--- src/rtl/credit_counter_if.sv ---
// Credit counter bus: consumer take/take_ok, producer return count and status flags.
// The master modport is the allocating/freeing logic; the slave modport is the counter.
// With CREDIT_COUNTER_ERR_EN defined the bus also carries the sticky err_underflow/err_overflow flags.
interface credit_counter_if #(
  parameter int WIDTH     = 4,
  parameter int RET_WIDTH = 2
);
  logic                 flush;
  logic                 take;
  logic                 take_ok;
  logic [RET_WIDTH-1:0] ret_cnt;
  logic [WIDTH-1:0]     credits;
  logic                 empty;
  logic                 low;
  logic                 full;
`ifdef CREDIT_COUNTER_ERR_EN
  logic                 err_underflow;
  logic                 err_overflow;

  modport master (
    output flush, take, ret_cnt,
    input  take_ok, credits, empty, low, full, err_underflow, err_overflow
  );

  modport slave (
    input  flush, take, ret_cnt,
    output take_ok, credits, empty, low, full, err_underflow, err_overflow
  );
`else
  modport master (
    output flush, take, ret_cnt,
    input  take_ok, credits, empty, low, full
  );

  modport slave (
    input  flush, take, ret_cnt,
    output take_ok, credits, empty, low, full
  );
`endif
endinterface

--- src/rtl/credit_counter.sv ---
// Down-counting credit tracker for an OOO resource pool: one take per cycle, bulk returns, saturating at MAX_CREDITS.
// Optional macro CREDIT_COUNTER_ERR_EN adds sticky err_underflow/err_overflow flags.
module credit_counter #(
  parameter int WIDTH       = 4,
  parameter int MAX_CREDITS = 8,
  parameter int RET_WIDTH   = 2,
  parameter int LOW_MARK    = 2
) (
  input  logic               clk,
  input  logic               rst_aH,
  credit_counter_if.slave    bus
);

  // Wide enough that credits + ret_cnt can never wrap before the saturation compare.
  localparam int SUM_W = ((WIDTH > RET_WIDTH) ? WIDTH : RET_WIDTH) + 1;

  localparam logic [WIDTH-1:0] MAX_VAL = WIDTH'(MAX_CREDITS);
  localparam logic [WIDTH-1:0] LOW_VAL = WIDTH'(LOW_MARK);
  localparam logic [SUM_W-1:0] MAX_SUM = SUM_W'(MAX_CREDITS);

  logic [WIDTH-1:0] count_q;
  logic [WIDTH-1:0] count_d;
  logic [SUM_W-1:0] sum;
  logic             empty;
  logic             take_ok;
  logic             overflow_evt;
  logic             underflow_evt;

  assign empty   = (count_q == '0);
  assign take_ok = bus.take & ~empty & ~bus.flush & ~rst_aH;

  // Status flags decode the register directly so dispatch sees them with no added latency.
  assign bus.credits = count_q;
  assign bus.empty   = empty;
  assign bus.low     = (count_q <= LOW_VAL);
  assign bus.full    = (count_q == MAX_VAL);
  assign bus.take_ok = take_ok;

  // take_ok is zero whenever the count is zero, so the subtraction cannot go negative.
  always_comb begin
    sum           = SUM_W'(count_q) - SUM_W'(take_ok) + SUM_W'(bus.ret_cnt);
    overflow_evt  = ~bus.flush & (sum > MAX_SUM);
    underflow_evt = ~bus.flush & bus.take & empty;
    if (bus.flush || overflow_evt) begin
      count_d = MAX_VAL;
    end else begin
      count_d = sum[WIDTH-1:0];
    end
  end

  // NOTE: sequential state uses non-blocking assignments so every flop samples pre-edge values.
  always_ff @(posedge clk or posedge rst_aH) begin
    if (rst_aH) begin
      count_q <= MAX_VAL;
    end else begin
      count_q <= count_d;
    end
  end

`ifdef CREDIT_COUNTER_ERR_EN
  logic err_underflow_q;
  logic err_overflow_q;

  // Sticky until reset or flush; a flush in the same cycle as an event keeps the flag clear.
  always_ff @(posedge clk or posedge rst_aH) begin
    if (rst_aH) begin
      err_underflow_q <= 1'b0;
      err_overflow_q  <= 1'b0;
    end else if (bus.flush) begin
      err_underflow_q <= 1'b0;
      err_overflow_q  <= 1'b0;
    end else begin
      err_underflow_q <= err_underflow_q | underflow_evt;
      err_overflow_q  <= err_overflow_q  | overflow_evt;
    end
  end

  assign bus.err_underflow = err_underflow_q;
  assign bus.err_overflow  = err_overflow_q;
`else
  logic unused_evt;
  assign unused_evt = overflow_evt ^ underflow_evt;
`endif

endmodule

--- src/flat_wrapper.sv ---
// flat-port wrapper written by rule: the top's interface ports become plain ports
module credit_counter_flat 
#(
  parameter int WIDTH       = 4,
  parameter int MAX_CREDITS = 8,
  parameter int RET_WIDTH   = 2,
  parameter int LOW_MARK    = 2
)
  (clk, rst_aH, bus_flush, bus_take, bus_ret_cnt, bus_take_ok, bus_credits, bus_empty, bus_low, bus_full);
  credit_counter_if #(.WIDTH(WIDTH), .RET_WIDTH(RET_WIDTH)) bus_i ();
  input  logic clk;
  input  logic rst_aH;
  input wire logic [$bits(bus_i.flush)-1:0] bus_flush;
  input wire logic [$bits(bus_i.take)-1:0] bus_take;
  input wire logic [$bits(bus_i.ret_cnt)-1:0] bus_ret_cnt;
  output wire logic [$bits(bus_i.take_ok)-1:0] bus_take_ok;
  output wire logic [$bits(bus_i.credits)-1:0] bus_credits;
  output wire logic [$bits(bus_i.empty)-1:0] bus_empty;
  output wire logic [$bits(bus_i.low)-1:0] bus_low;
  output wire logic [$bits(bus_i.full)-1:0] bus_full;
  assign bus_i.flush = bus_flush;
  assign bus_i.take = bus_take;
  assign bus_i.ret_cnt = bus_ret_cnt;
  assign bus_take_ok = bus_i.take_ok;
  assign bus_credits = bus_i.credits;
  assign bus_empty = bus_i.empty;
  assign bus_low = bus_i.low;
  assign bus_full = bus_i.full;
  credit_counter #(.WIDTH(WIDTH), .MAX_CREDITS(MAX_CREDITS), .RET_WIDTH(RET_WIDTH), .LOW_MARK(LOW_MARK)) u_core (.clk(clk), .rst_aH(rst_aH), .bus(bus_i));
endmodule
--- config.mk ---
export PLATFORM = sky130hd
export DESIGN_NAME = credit_counter_flat
export DESIGN_NICKNAME = d
export VERILOG_FILES = /design/src/rtl/credit_counter_if.sv /design/src/rtl/credit_counter.sv /design/src/flat_wrapper.sv
export SDC_FILE = /design/constraint.sdc
export NUM_CORES = 1
export LEC_CHECK = 0
export ABC_CLOCK_PERIOD_IN_PS = 2800
export BUFFER_PORTS_ARGS = -buffer_cell sky130_fd_sc_hd__buf_2
export CORE_AREA = 3 3 40 42
export CTS_BUF_LIST = sky130_fd_sc_hd__clkbuf_16
export DETAILED_ROUTE_END_ITERATION = 12
export DIE_AREA = 0 0 43 45
export SETUP_SLACK_MARGIN = 0.02
export SLEW_MARGIN = 20
export SYNTH_ARGS = -nofsm -noshare
export SYNTH_HDL_FRONTEND = slang
export SYNTH_SLANG_ARGS = --single-unit
--- constraint.sdc ---
create_clock -name clk -period 2.8 [get_ports clk]
set_clock_uncertainty 0.1 [all_clocks]
set_input_delay 0.7 -clock clk [delete_from_list [all_inputs] [get_ports clk]]
set_output_delay 0.7 -clock clk [all_outputs]
set_load 0.02 [all_outputs]
==> results.sh, run 1 <==
export IMPL_netlist_area_um2=430.4
export IMPL_synth_top_area_share_pct=26.16
export IMPL_drt_iter0_markers=4
export IMPL_globalplace_congestion=0.6527
export IMPL_violations="setup timing"
export IMPL_clock_fmax_ghz=0.3311
export IMPL_leakage_nw=0.4221
export IMPL_min_period_ns=3.020
export IMPL_clockPowerShare_pct=28.1
export IMPL_io_buffers=13
export IMPL_layout_drive_gt1_share_pct=54.88
export IMPL_firstDrtPassIters=4
export IMPL_r2r_slack_ns=-0.22
export IMPL_preCtsSetupSlack_ns=-0.2676
export IMPL_ys_seq_area_share_pct=23.55
export IMPL_grt_first_pass_wirelength_um=1807
export IMPL_required_ns=2.84
export IMPL_vdd_drop_max_v=0.0005983
export IMPL_p_total_w=0.0008232
export IMPL_stdcell_area_um2=789.5
export IMPL_end_kind="flip-flop"
export IMPL_cp_slowest_cell="dfstp_2"
export IMPL_core_area_mm2=0.001285
export IMPL_critPathBufInv=2
export IMPL_syn_nets=64
export IMPL_p_switching_w=0.0002983
export IMPL_setup_worst_path_start_class="flip-flop"
export IMPL_synthCells=48
export IMPL_crit_type="flip-flop to flip-flop"
export IMPL_switching_share_pct=36.24
export IMPL_status="finished, violations left"
export IMPL_crit_family="simple AND/OR/NAND/NOR gates"
export IMPL_combPwrFrac_pct=61.1
export IMPL_drt_wirelength_per_cell_um=11.36
export IMPL_yosysUniqueCellTypes=20
export IMPL_setup_violations=4
export IMPL_tns_ns=-0.8039
export IMPL_htree_num_levels=1
export IMPL_rows=13
export IMPL_worst_slew_pin_transition_ns=0.2214
export IMPL_syn2layout_area_growth_pct=83.43
export IMPL_synth_area_top_cells="ha_1 26%, dfrtp_1 17%, inv_1 8.7%, dfstp_2 6.1%, fa_1 4.7%"
export IMPL_largest_reg_flops=4
export IMPL_antenna_found_initial=0
export IMPL_reg2regPathDepth=12
export IMPL_root_buffer="clkbuf_16"
export IMPL_maxCapViolCount=0
export IMPL_cts_clk_slew_worst_paths_ns=0.03
export IMPL_ios=14
export IMPL_die_area_mm2=0.001935
export IMPL_finalHoldViolCount=0
export IMPL_cp_arrival_ns=3.06
export IMPL_path_cells="inv_2 -> ha_4 -> and3_4 -> nor4b_4 -> ha_1 -> inv_2 -> ha_4 -> fa_2 -> a211o_1 -> and3_1 -> or3_4 -> nor3b_4"
export IMPL_cts_buffer_depth=2
export IMPL_power_frac_seq_pct=10.8
export IMPL_num_vias=439
export IMPL_num_nets_final=99
export IMPL_grt_pass1_vias=429
export IMPL_die_y_um=45
export IMPL_synth_area_per_cell_um2=8.967
export IMPL_diodes=0
export IMPL_hold_path_class="input pin to async pin"
export IMPL_final_max_slew_viol_count=0
export IMPL_yosys_register_bits=4
export IMPL_numCtsBuffers=3
export IMPL_worstPathMaxFanout=4
export IMPL_setup_slack_ns=-0.2203
export IMPL_grt_overflow=0
export IMPL_slew_headroom_pct=85.18
export IMPL_ys_warn_count=0
export IMPL_track_usage_pct=13.38
export IMPL_power_per_cell_area_mw_per_mm2=1043
export IMPL_timing_final_crit_share_pct=107.9
export IMPL_startpoint="u_core.bus.credits[3]"
export IMPL_yosysTopAreaCell="ha_1"
export IMPL_grt_max_degree=6
export IMPL_ant_nets=0
export IMPL_clock_sinks=4
export IMPL_grt_setup_unrepaired="yes"
export IMPL_r2r_start="u_core.bus.credits[3]"
export IMPL_clk_insertion_delay_late_ns=0.23
export IMPL_die_w_um=43
export IMPL_drt_total_wl_um=1102
export IMPL_cts_tree="done"
export IMPL_p_int_w=0.0005249
export IMPL_rr_endpoint="u_core.bus.credits[0]"
export IMPL_slowest_delay_ns=0.52
export IMPL_dpl_instance_area_um2=656.9
export IMPL_drc=0
export IMPL_vias_per_cell=4.526
export IMPL_start_util_pct=33.50
-- Yosys cell counts, drive strengths merged --
cell / number
nand2b: 2
nor4b: 1
a211o: 1
nor3: 1
xnor2: 2
a21oi: 3
a221o: 1
o21ai: 1
nor2: 1
ha: 9
nor2b: 2
nor3b: 2
and3: 3
dfstp: 1
nand2: 2
or3: 1
inv: 10
a21o: 1
dfrtp: 3
fa: 1
-- per-layer routing --
metal / global-route usage (%) / routed length, um
met1: 14.15 / 435
met2: 23.35 / 568
met3: 1.195 / 69
met4: 12.65 / 28
met5: 0 / 0
-- per-stage QoR --
stage / instances / utilization (%) / hold slack, ns
after floorplan: 48 / - / 0.3654
after global placement: 88 / 51.12 / 0.5166
after detailed placement: 88 / 51.12 / 0.5197
after CTS: 94 / 58.42 / 0.2824
after global routing: 97 / 61.44 / 0.3046
final: 97 / 61.44 / 0.2780
-- worst max path at each step --
| stage | to | depth (start not counted) |
|---|---|---|
| after floorplan | u_core.bus.credits[2] | 12 |
| after global placement | u_core.bus.credits[1] | 12 |
| after detailed placement | u_core.bus.credits[2] | 12 |
| after CTS | u_core.bus.credits[0] | 12 |
| after global routing | u_core.bus.credits[0] | 12 |
| final | u_core.bus.credits[0] | 12 |
-- cell type report --
type                       count  area (um^2)
clock buffer                   3        75.07
timing repair buffer          30        192.7
multi-input combinational     34        360.3
fill                         116        495.5
sequential                     4        101.3
tap                           15        18.77
clock inverter                 1        3.754
inverter                      10        37.54
-- worst reg2reg max path: stages (launching register included) --
cell	delay [ns]
dfstp_2	0.52
inv_2	0.05
ha_4	0.15
and3_4	0.15
nor4b_4	0.29
ha_1	0.18
inv_2	0.04
ha_4	0.15
fa_2	0.33
a211o_1	0.27
and3_1	0.14
or3_4	0.37
nor3b_4	0.19
-- cell families after synthesis --
group	synth area share, %
flip-flops	23.55
adder cells (fa/ha/maj)	30.81
buffers and inverters	8.722
XOR/XNOR	4.071
AND/OR/NAND/NOR	22.09
AO/OA/AOI/OAI	10.75
-- placed cells by master (no fill, tap or decap), drive strengths merged --
cell	synthesis	final
buf	0	30
inv	10	11
ha	9	9
a21oi	3	3
clkbuf	0	3
dfrtp	3	3
and3	3	3
nand2b	2	2
xnor2	2	2
nor2b	2	2
nand2	2	2
nor3b	2	2
nor4b	1	1
a211o	1	1
or3	1	1
a21o	1	1
nor2	1	1
a221o	1	1
nor3	1	1
o21ai	1	1
fa	1	1
dfstp	1	1
-- power groups by stage --
stage	Combinational (W)	Clock (W)	Sequential (W)
floorplan	0.000263	0	0.000111
global placement	0.000450	0	0.0000888
detailed placement	0.000454	0	0.0000897
CTS	0.000467	0.000232	0.0000899
global route	0.000548	0.000237	0.0000918
finish	0.000503	0.000231	0.0000893
-- timing repair --
item,4_1_cts,5_1_grt
hold buffers,0,0
setup endpoints to repair,4,4
buffers inserted,2,3
gates resized for setup,0,3
pin swaps,9,6
No activity file was read; power rests on OpenSTA's default activity.
==> run 2: changes to the inputs <==
Settings changed: SKIP_CTS_REPAIR_TIMING from default to 1.
==> results.sh, run 2 (synthesized netlist as in run 1, its figures left out) <==
export IMPL_critPathBufInv=2
export IMPL_grt_overflow=0
export IMPL_num_nets_final=98
export IMPL_drt_total_wl_um=1103
export IMPL_p_int_w=0.0005250
export IMPL_start_util_pct=33.50
export IMPL_setup_violations=4
export IMPL_track_usage_pct=12.88
export IMPL_vias_per_cell=4.583
export IMPL_p_switching_w=0.0003085
export IMPL_finalHoldViolCount=0
export IMPL_grt_setup_unrepaired="yes"
export IMPL_setup_worst_path_start_class="flip-flop"
export IMPL_cts_tree="done"
export IMPL_crit_type="flip-flop to flip-flop"
export IMPL_core_area_mm2=0.001285
export IMPL_rows=13
export IMPL_htree_num_levels=1
export IMPL_vdd_drop_max_v=0.0006032
export IMPL_clk_insertion_delay_late_ns=0.23
export IMPL_clockPowerShare_pct=27.8
export IMPL_cts_clk_slew_worst_paths_ns=0.03
export IMPL_clock_sinks=4
export IMPL_numCtsBuffers=3
export IMPL_firstDrtPassIters=4
export IMPL_diodes=0
export IMPL_violations="setup timing"
export IMPL_combPwrFrac_pct=61.5
export IMPL_num_vias=440
export IMPL_antenna_found_initial=0
export IMPL_clock_fmax_ghz=0.3329
export IMPL_layout_common_cells="16 x buf_4, 13 x buf_2, 9 x inv_1"
export IMPL_cts_buffer_depth=2
export IMPL_timing_final_crit_share_pct=107.3
export IMPL_p_total_w=0.0008334
export IMPL_hold_path_class="input pin to async pin"
export IMPL_status="finished, violations left"
export IMPL_die_area_mm2=0.001935
export IMPL_grt_max_degree=6
export IMPL_maxCapViolCount=0
export IMPL_die_w_um=43
export IMPL_cp_slowest_cell="dfstp_2"
export IMPL_root_buffer="clkbuf_16"
export IMPL_ant_nets=0
export IMPL_ios=14
export IMPL_grt_first_pass_wirelength_um=1745
export IMPL_leakage_nw=0.4196
export IMPL_final_common_cell="buf_4"
export IMPL_rr_endpoint="u_core.bus.credits[0]"
export IMPL_required_ns=2.84
export IMPL_syn2layout_area_growth_pct=83.14
export IMPL_final_max_slew_viol_count=0
export IMPL_drt_iter0_markers=8
export IMPL_switching_share_pct=37.01
export IMPL_largest_reg_flops=4
export IMPL_min_period_ns=3.004
export IMPL_reg2regPathDepth=12
export IMPL_worst_slew_pin_transition_ns=0.2205
export IMPL_setup_slack_ns=-0.2040
export IMPL_worst_path_stages=12
export IMPL_r2r_slack_ns=-0.20
export IMPL_power_frac_seq_pct=10.7
export IMPL_cp_arrival_ns=3.05
export IMPL_crit_family="simple AND/OR/NAND/NOR gates"
export IMPL_slowest_delay_ns=0.52
export IMPL_stdcell_area_um2=788.3
export IMPL_dpl_instance_area_um2=656.9
export IMPL_r2r_start="u_core.bus.credits[3]"
export IMPL_path_cells="inv_2 -> ha_4 -> and3_4 -> nor4b_4 -> ha_1 -> inv_2 -> ha_4 -> fa_2 -> a211o_1 -> and3_1 -> or3_4 -> nor3b_4"
export IMPL_io_buffers=13
export IMPL_power_per_cell_area_mw_per_mm2=1057
export IMPL_drc=0
export IMPL_layout_drive_gt1_share_pct=54.32
export IMPL_die_y_um=45
export IMPL_worstPathMaxFanout=4
export IMPL_grt_pass1_vias=424
export IMPL_slew_headroom_pct=85.24
export IMPL_end_kind="flip-flop"
export IMPL_drt_wirelength_per_cell_um=11.49
export IMPL_globalplace_congestion=0.6527
-- run 2: changes by cell type in the layout (fill, tap and decap cells not counted), sizes merged --
cell and change:
buf -1
-- run 2: stage by stage --
stage / utilization, % / cells / setup slack, ns / setup TNS, ns / hold WS, ns
2_1_floorplan: - / 48 / -0.5203 / -2.029 / 0.3654
3_3_place_gp: 51.12 / 88 / -0.2485 / -0.9508 / 0.5166
3_5_place_dp: 51.12 / 88 / -0.2676 / -1.006 / 0.5197
4_1_cts: 57.25 / 92 / -0.2736 / -1.014 / 0.2824
5_1_grt: 61.34 / 96 / -0.3304 / -1.250 / 0.3046
6_report: 61.34 / 96 / -0.2040 / -0.7329 / 0.2784
-- run 2: worst register-to-register path, delay by kind of cell (launching register included) --
family                     cells  cell delay, ns
and+or+nand+nor                5            1.11
adders and majority gates      4            0.82
DFF                            1            0.52
AOI/OAI and AO/OA              1            0.27
buffers and inverters          2            0.09
-- run 2: final cells by class --
| type | instances | area (um^2) |
|---|---|---|
| Timing Repair Buffer | 29 | 185.2 |
| Clock inverter | 1 | 3.754 |
| Multi-Input combinational cell | 34 | 366.6 |
| Clock buffer | 3 | 75.07 |
| Fill cell | 115 | 496.7 |
| Inverter | 10 | 37.54 |
| Tap cell | 15 | 18.77 |
| Sequential cell | 4 | 101.3 |
-- run 2: power groups by stage --
stage / Combinational [W] / Clock [W] / Sequential, W
floorplan: 0.000263 / 0 / 0.000111
global placement: 0.000450 / 0 / 0.0000888
detailed placement: 0.000454 / 0 / 0.0000897
CTS: 0.000457 / 0.000232 / 0.0000899
global route: 0.000561 / 0.000237 / 0.0000918
finish: 0.000512 / 0.000231 / 0.0000896
-- run 2: worst max-delay path by stage --
stage,startpoint,end,slack (ns)
2_1_floorplan,u_core.bus.credits[3],u_core.bus.credits[2],-0.52
3_3_place_gp,u_core.bus.credits[3],u_core.bus.credits[1],-0.25
3_5_place_dp,u_core.bus.credits[3],u_core.bus.credits[2],-0.27
4_1_cts,u_core.bus.credits[3],u_core.bus.credits[2],-0.27
5_1_grt,u_core.bus.credits[3],u_core.bus.credits[0],-0.33
6_report,u_core.bus.credits[3],u_core.bus.credits[0],-0.20
-- run 2: per-layer routing --
metal	track usage [%]	vias to the layer above	part of all wire, %
met4	12.65	0	2.5
met1	13.90	195	39
met2	21.86	16	51
met3	1.195	3	6.6
li1	-	226	-
met5	0	-	0
